<file path="config.mk">
export PLATFORM = sky130hd
export DESIGN_NAME = if_stage_flat
export DESIGN_NICKNAME = d
export VERILOG_FILES = /design/src/rtl/if_stage_pkg.sv /design/src/rtl/if_stage_if.sv /design/src/rtl/if_stage_if_id_reg.sv /design/src/rtl/if_stage.sv /design/src/flat_wrapper.sv
export SDC_FILE = /design/constraint.sdc
export NUM_CORES = 1
export LEC_CHECK = 0
export CAP_MARGIN = 20
export CORE_ASPECT_RATIO = 1.1
export CORE_UTILIZATION = 49
export CTS_BUF_LIST = sky130_fd_sc_hd__clkbuf_8
export DETAILED_ROUTE_END_ITERATION = 12
export PLACE_DENSITY = 0.93
export RECOVER_POWER = 100
export SYNTH_ARGS = -nofsm -noshare
export SYNTH_HDL_FRONTEND = slang
export SYNTH_SLANG_ARGS = --single-unit
</file>
<file path="constraint.sdc">
create_clock -name clock -period 2.5 [get_ports clock]
set_input_delay 0.5 -clock clock [delete_from_list [all_inputs] [get_ports clock]]
set_output_delay 0.5 -clock clock [all_outputs]
set_load 0.02 [all_outputs]
</file>
<file path="src/rtl/if_stage_pkg.sv">
// Shared pipeline definitions for the LEGv8 fetch stage: NOP encoding,
// PC increment and the IF/ID payload carried into decode.
package if_stage_pkg;

  localparam int PKG_PC_W    = 64;
  localparam int PKG_INSTR_W = 32;

  localparam logic [PKG_INSTR_W-1:0] NOP_INSTR = 32'hD503201F;
  localparam logic [PKG_PC_W-1:0]    PC_INC    = 64'd4;

  typedef struct packed {
    logic                   valid;
    logic [PKG_PC_W-1:0]    pc;
    logic [PKG_PC_W-1:0]    pc_plus4;
    logic [PKG_INSTR_W-1:0] instr;
  } ifid_t;

  // Empty slot: what decode sees after reset or a flush.
  function automatic ifid_t ifid_bubble();
    ifid_t b;
    b.valid    = 1'b0;
    b.pc       = '0;
    b.pc_plus4 = '0;
    b.instr    = NOP_INSTR;
    return b;
  endfunction

endpackage

</file>
<file path="src/rtl/if_stage_if.sv">
// Fetch-stage bus: instruction-memory port, hazard/branch controls and the
// IF/ID outputs. Perf counter outputs exist only with FETCH_PERF_CNT_EN.
interface if_stage_if #(
  parameter int PC_W    = 64,
  parameter int INSTR_W = 32
) ();

  logic [PC_W-1:0]    imem_addr;
  logic [INSTR_W-1:0] imem_data;
  logic               stall;
  logic               redirect;
  logic [PC_W-1:0]    redirect_pc;
  logic               if_id_valid;
  logic [PC_W-1:0]    if_id_pc;
  logic [PC_W-1:0]    if_id_pc_plus4;
  logic [INSTR_W-1:0] if_id_instr;
`ifdef FETCH_PERF_CNT_EN
  logic [31:0]        perf_fetched;
  logic [31:0]        perf_stall_cycles;
`endif

  modport master (
    output imem_addr,
    input  imem_data,
    input  stall,
    input  redirect,
    input  redirect_pc,
    output if_id_valid,
    output if_id_pc,
    output if_id_pc_plus4,
`ifdef FETCH_PERF_CNT_EN
    output perf_fetched,
    output perf_stall_cycles,
`endif
    output if_id_instr
  );

  modport slave (
    input  imem_addr,
    output imem_data,
    output stall,
    output redirect,
    output redirect_pc,
    input  if_id_valid,
    input  if_id_pc,
    input  if_id_pc_plus4,
`ifdef FETCH_PERF_CNT_EN
    input  perf_fetched,
    input  perf_stall_cycles,
`endif
    input  if_id_instr
  );

endinterface

</file>
<file path="src/rtl/if_stage_if_id_reg.sv">
// IF/ID pipeline register: flush beats load, otherwise hold. Reset and
// flush both leave a NOP bubble.
module if_id_reg
  import if_stage_pkg::*;
(
  input  logic  clock,
  input  logic  reset_n,
  input  logic  load,
  input  logic  flush,
  input  ifid_t d,
  output ifid_t q
);

  always_ff @(posedge clock or negedge reset_n) begin
    if (!reset_n) begin
      q <= ifid_bubble();
    end else if (flush) begin
      q <= ifid_bubble();
    end else if (load) begin
      q <= d;
    end
  end

endmodule

</file>
<file path="src/rtl/if_stage.sv">
// LEGv8 instruction-fetch stage: PC register, next-PC selection and IF/ID
// capture. Define FETCH_PERF_CNT_EN to add saturating fetch/stall counters.
module if_stage
  import if_stage_pkg::*;
#(
  parameter int              PC_W     = 64,
  parameter int              INSTR_W  = 32,
  parameter logic [PC_W-1:0] RESET_PC = '0
) (
  input  logic      clock,
  input  logic      reset_n,
  if_stage_if.master bus
);

  logic [PC_W-1:0] pc_p0;
  logic [PC_W-1:0] pc_plus4_p0;
  logic            load_p0;
  ifid_t           ifid_d_p0;
  ifid_t           ifid_q_p1;

  // One adder feeds both the next PC and the captured pc_plus4.
  assign pc_plus4_p0 = pc_p0 + PC_W'(PC_INC);
  assign load_p0     = !bus.redirect && !bus.stall;
  assign bus.imem_addr = pc_p0;

  always_ff @(posedge clock or negedge reset_n) begin
    if (!reset_n) begin
      pc_p0 <= RESET_PC;
    end else if (bus.redirect) begin
      pc_p0 <= {bus.redirect_pc[PC_W-1:2], 2'b00};
    end else if (!bus.stall) begin
      pc_p0 <= pc_plus4_p0;
    end
  end

  always_comb begin
    ifid_d_p0          = ifid_bubble();
    ifid_d_p0.valid    = 1'b1;
    ifid_d_p0.pc       = PKG_PC_W'(pc_p0);
    ifid_d_p0.pc_plus4 = PKG_PC_W'(pc_plus4_p0);
    ifid_d_p0.instr    = PKG_INSTR_W'(bus.imem_data);
  end

  // ---- IF -> ID boundary ----
  if_id_reg u_if_id_reg (
    .clock   (clock),
    .reset_n (reset_n),
    .load    (load_p0),
    .flush   (bus.redirect),
    .d       (ifid_d_p0),
    .q       (ifid_q_p1)
  );

  assign bus.if_id_valid    = ifid_q_p1.valid;
  assign bus.if_id_pc       = PC_W'(ifid_q_p1.pc);
  assign bus.if_id_pc_plus4 = PC_W'(ifid_q_p1.pc_plus4);
  assign bus.if_id_instr    = INSTR_W'(ifid_q_p1.instr);

`ifdef FETCH_PERF_CNT_EN
  function automatic logic [31:0] sat_inc(input logic [31:0] v);
    return (v == 32'hFFFF_FFFF) ? v : v + 32'd1;
  endfunction

  logic [31:0] fetched_cnt;
  logic [31:0] stall_cnt;

  always_ff @(posedge clock or negedge reset_n) begin
    if (!reset_n) begin
      fetched_cnt <= '0;
      stall_cnt   <= '0;
    end else begin
      if (load_p0) begin
        fetched_cnt <= sat_inc(fetched_cnt);
      end
      if (bus.stall && !bus.redirect) begin
        stall_cnt <= sat_inc(stall_cnt);
      end
    end
  end

  assign bus.perf_fetched      = fetched_cnt;
  assign bus.perf_stall_cycles = stall_cnt;
`endif

endmodule
</file>
<file path="src/flat_wrapper.sv">
// flat-port wrapper written by rule: the top's interface ports become plain ports
module if_stage_flat import if_stage_pkg::*;
#(
  parameter int              PC_W     = 64,
  parameter int              INSTR_W  = 32,
  parameter logic [PC_W-1:0] RESET_PC = '0
)
  (clock, reset_n, bus_imem_addr, bus_imem_data, bus_stall, bus_redirect, bus_redirect_pc, bus_if_id_valid, bus_if_id_pc, bus_if_id_pc_plus4, bus_if_id_instr);
  if_stage_if #(.PC_W(PC_W), .INSTR_W(INSTR_W)) bus_i ();
  input  logic clock;
  input  logic reset_n;
  output wire logic [$bits(bus_i.imem_addr)-1:0] bus_imem_addr;
  input wire logic [$bits(bus_i.imem_data)-1:0] bus_imem_data;
  input wire logic [$bits(bus_i.stall)-1:0] bus_stall;
  input wire logic [$bits(bus_i.redirect)-1:0] bus_redirect;
  input wire logic [$bits(bus_i.redirect_pc)-1:0] bus_redirect_pc;
  output wire logic [$bits(bus_i.if_id_valid)-1:0] bus_if_id_valid;
  output wire logic [$bits(bus_i.if_id_pc)-1:0] bus_if_id_pc;
  output wire logic [$bits(bus_i.if_id_pc_plus4)-1:0] bus_if_id_pc_plus4;
  output wire logic [$bits(bus_i.if_id_instr)-1:0] bus_if_id_instr;
  assign bus_imem_addr = bus_i.imem_addr;
  assign bus_i.imem_data = bus_imem_data;
  assign bus_i.stall = bus_stall;
  assign bus_i.redirect = bus_redirect;
  assign bus_i.redirect_pc = bus_redirect_pc;
  assign bus_if_id_valid = bus_i.if_id_valid;
  assign bus_if_id_pc = bus_i.if_id_pc;
  assign bus_if_id_pc_plus4 = bus_i.if_id_pc_plus4;
  assign bus_if_id_instr = bus_i.if_id_instr;
  if_stage #(.PC_W(PC_W), .INSTR_W(INSTR_W), .RESET_PC(RESET_PC)) u_core (.clock(clock), .reset_n(reset_n), .bus(bus_i));
endmodule
</file>
==> results of run 1 <==
area by class of cell:
class                           instances  area [µm²]  area share, %
Clock inverter                         13        81.3          0.517
Tap cell                              295         369           2.35
Inverter                                6        23.8          0.151
Sequential cell                       220        5520           35.1
Clock buffer                           51         702           4.46
Multi-Input combinational cell        812        5040           32.0
Timing Repair Buffer                  425        3980           25.3
per-layer routing:
layer / global-route usage [%] / wire length, µm / vias up
met3: 6.93 / 3010 / 112
met5: 0 / 0 / -
li1: - / - / 4622
met4: 14.7 / 1620 / 0
met2: 51.5 / 17500 / 551
met1: 39.5 / 13800 / 4985
worst reg2reg max path, cell delays in order (launching register included):
cell and delay [ps]:
dfrtp_1 520, nand4_1 140, or4_4 580, nor4_4 390, clkbuf_4 230, nor2b_1 170, xnor2_1 130, o21ai_0 100
logic make-up (layout without fill, tap and decap cells):
| logic type | count (synthesis) | after routing | synth area share [%] |
|---|---|---|---|
| xor+xnor | 107 | 107 | 8.50 |
| other cells | 1 | 2 | 0.0340 |
| simple gates | 471 | 471 | 20.4 |
| compound gates | 136 | 136 | 7.72 |
| buf+inv | 115 | 495 | 4.43 |
| mux | 95 | 95 | 8.68 |
| flops | 220 | 220 | 50.1 |
| fa+ha+maj | 1 | 1 | 0.113 |
power by group:
group          internal (µW)  leakage [µW]  switching (µW)
clock                   1910      0.000437            1470
sequential              3830       0.00282             211
combinational            982       0.00346            1150
Yosys cell counts, types with 2 or more instances:
library cell	n	share of area, %
and2_1	6	0.34
a311oi_1	9	0.72
buf_4	7	0.48
clkbuf_1	66	2.2
a2111oi_0	2	0.16
and4_1	11	0.87
o21ai_0	64	2.9
nor4_1	16	0.91
nor2b_1	16	0.91
dfrtp_1	207	47
nor4_2	5	0.57
xor2_1	48	3.8
and3_1	11	0.62
o211ai_1	2	0.14
a211oi_1	22	1.5
nand4_1	37	2.1
mux2i_1	90	8.2
xnor2_1	59	4.7
or3_1	11	0.62
nand3_1	31	1.4
mux2_2	5	0.51
nand2_1	115	3.9
buf_1	17	0.58
nor2_1	171	5.8
a211o_1	14	1.1
buf_2	18	0.82
inv_1	5	0.17
a21oi_1	20	0.91
or2_2	4	0.23
dfstp_2	13	3.1
nor3_1	28	1.3
through the flow:
stage / util, % / std cells
after CTS: 71.3 / 1820
final: 71.1 / 1822
after detailed placement: 67.7 / 1755
after global routing: 71.1 / 1822
after floorplan: - / 1147
after global placement: 67.7 / 1755
repair_timing:
| item | CTS | global route |
|---|---|---|
| gates resized for setup | 0 | 7 |
| setup endpoints to repair | 0 | 16 |
| hold buffers | 1 | 0 |
| setup buffers | 0 | 2 |
| hold endpoints to repair | 60 | 0 |
sequential cells by signal, indices dropped and copies added, names as in the netlist:
| signal | cells |
|---|---|
| u_core.u_if_id_reg.q | 158 |
| u_core.bus.imem_addr | 62 |
worst max path at each step:
stage | from | end | slack (ps)
2_1_floorplan | u_core.bus.imem_addr[2] | u_core.bus.imem_addr[34] | 120
3_5_place_dp | u_core.bus.imem_addr[3] | u_core.bus.imem_addr[60] | 50
4_1_cts | u_core.bus.imem_addr[3] | u_core.bus.imem_addr[60] | 30
3_3_place_gp | u_core.bus.imem_addr[2] | u_core.bus.imem_addr[60] | 80
5_1_grt | u_core.bus.imem_addr[19] | u_core.bus.imem_addr[62] | -0.05
6_report | u_core.bus.imem_addr[44] | bus_imem_addr[44] | 90
==> results.txt, run 1 <==
Synth Register Bits -> 220
R2R Path End -> u_core.bus.imem_addr[60]
vias in the first global route -> 10384
slack of the critical path -> 89.4 ps
Max Root-Sink Buffers -> 3
worst r2r path cells -> 7
pwr dens -> 607 nW/µm²
critical path's top delay family -> buffers and inverters
Synth Flop Type -> dfrtp_1
ys async rst share -> 100%
first-pass GRT wire length -> 57500 µm
placed instance area -> 15000 µm²
Post-Layout Inst Area -> 15700 µm²
Stages on worst setup path -> 2
Worst Path Arrival -> 1910 ps
IO buf count -> 320
max_slew headroom -> 3.24%
Max-Cap Viols -> 0
pin count of the biggest net entering global routing -> 115
worst hold endpoint -> u_core.u_if_id_reg.q[94]
full die area -> 23100 µm²
FF-to-FF setup slack -> 90 ps
Slew Limit Fails -> 0
Worst VDD drop -> 508 µV
gr usage total -> 31.4%
Chip Height -> 159 µm
layout cells sized above 1 -> 12.5%
antenna-violating nets left -> 0
most frequent cells in the layout -> clkdlybuf4s50_1, dfrtp_1, nor2_1
Worst Path Buf+Inv -> 2
commonest non-fill, non-tap cell in the layout -> clkdlybuf4s50_1
critical path fanouts, max -> 6
Fin. Hold Viols -> 0
final setup violation count -> 0
hold depth -> 2
die span in x -> 145 µm
Synth Warn # -> 0
Vias/cell -> 5.64
initial antenna violation count -> 0
CP Launch Type -> register
Post-synth EDFFs -> 0
Tot Pwr -> 9550 µW
status -> complete, no violations
I/O pin count -> 325
CTS clk-pin slew, worst paths -> 70 ps
min Tclk post-route -> 2410 ps
core area -> 22100 µm²
Layout Skew -> 28.8 ps
HPWL Detailed -> 25700 µm
critical-path cell list -> buf_4, dlygate4sd3_1
Nets -> 1604
Post-Syn Instances -> 1146
Setup CP Type -> register to output port
Fin Setup TNS -> 0 ps
mapped cell area -> 11000 µm²
Vias -> 10270
sequential element share of the synthesized area -> 50.1%
CTS tree -> done
CTS buffer count -> 38
Antenna diodes -> 0
pre-CTS setup slack -> 51.4 ps
number of H-tree levels -> 2
Fill cells -> 1560
crit share post-route -> 96.4%
r2r startpoint -> u_core.bus.imem_addr[7]
max frequency -> 415 MHz
GPL Wtd Cong -> 0.902
Hold WS -> 485 ps
TritonRoute pass-1 iters -> 5
Netlist cell types -> 47
Static Leak -> 0.00671 µW
CTS root buf -> clkbuf_8
Worst Path Required -> 2000 ps
row count -> 57
Hold Startpoint -> u_core.u_if_id_reg.q[94]
Starting Density -> 49.9%
CP Capture Type -> output port
slowest CP cell -> dlygate4sd3_1
Hold Crit Class -> register to register
worst skew pair latency -> 530 ps
initial DRC count -> 745
max incr delay on CP -> 680 ps
Post-Route WL -> 36000 µm
WL/cell -> 19.7 µm
Worst-Margin Slew -> 1450 ps
synth-to-layout area growth -> 42.6%
# DRC -> 0
gr ovfl total -> 0
syn_area_per_cell -> 9.62 µm²
clk sinks -> 220
No activity file was read; power rests on OpenSTA's default activity.
==> run 2: changes to the inputs <==
CAP_MARGIN = unset   (was 20)
==> results of run 2 <==
Final layout, timing and power as in run 1 (identical DEF).
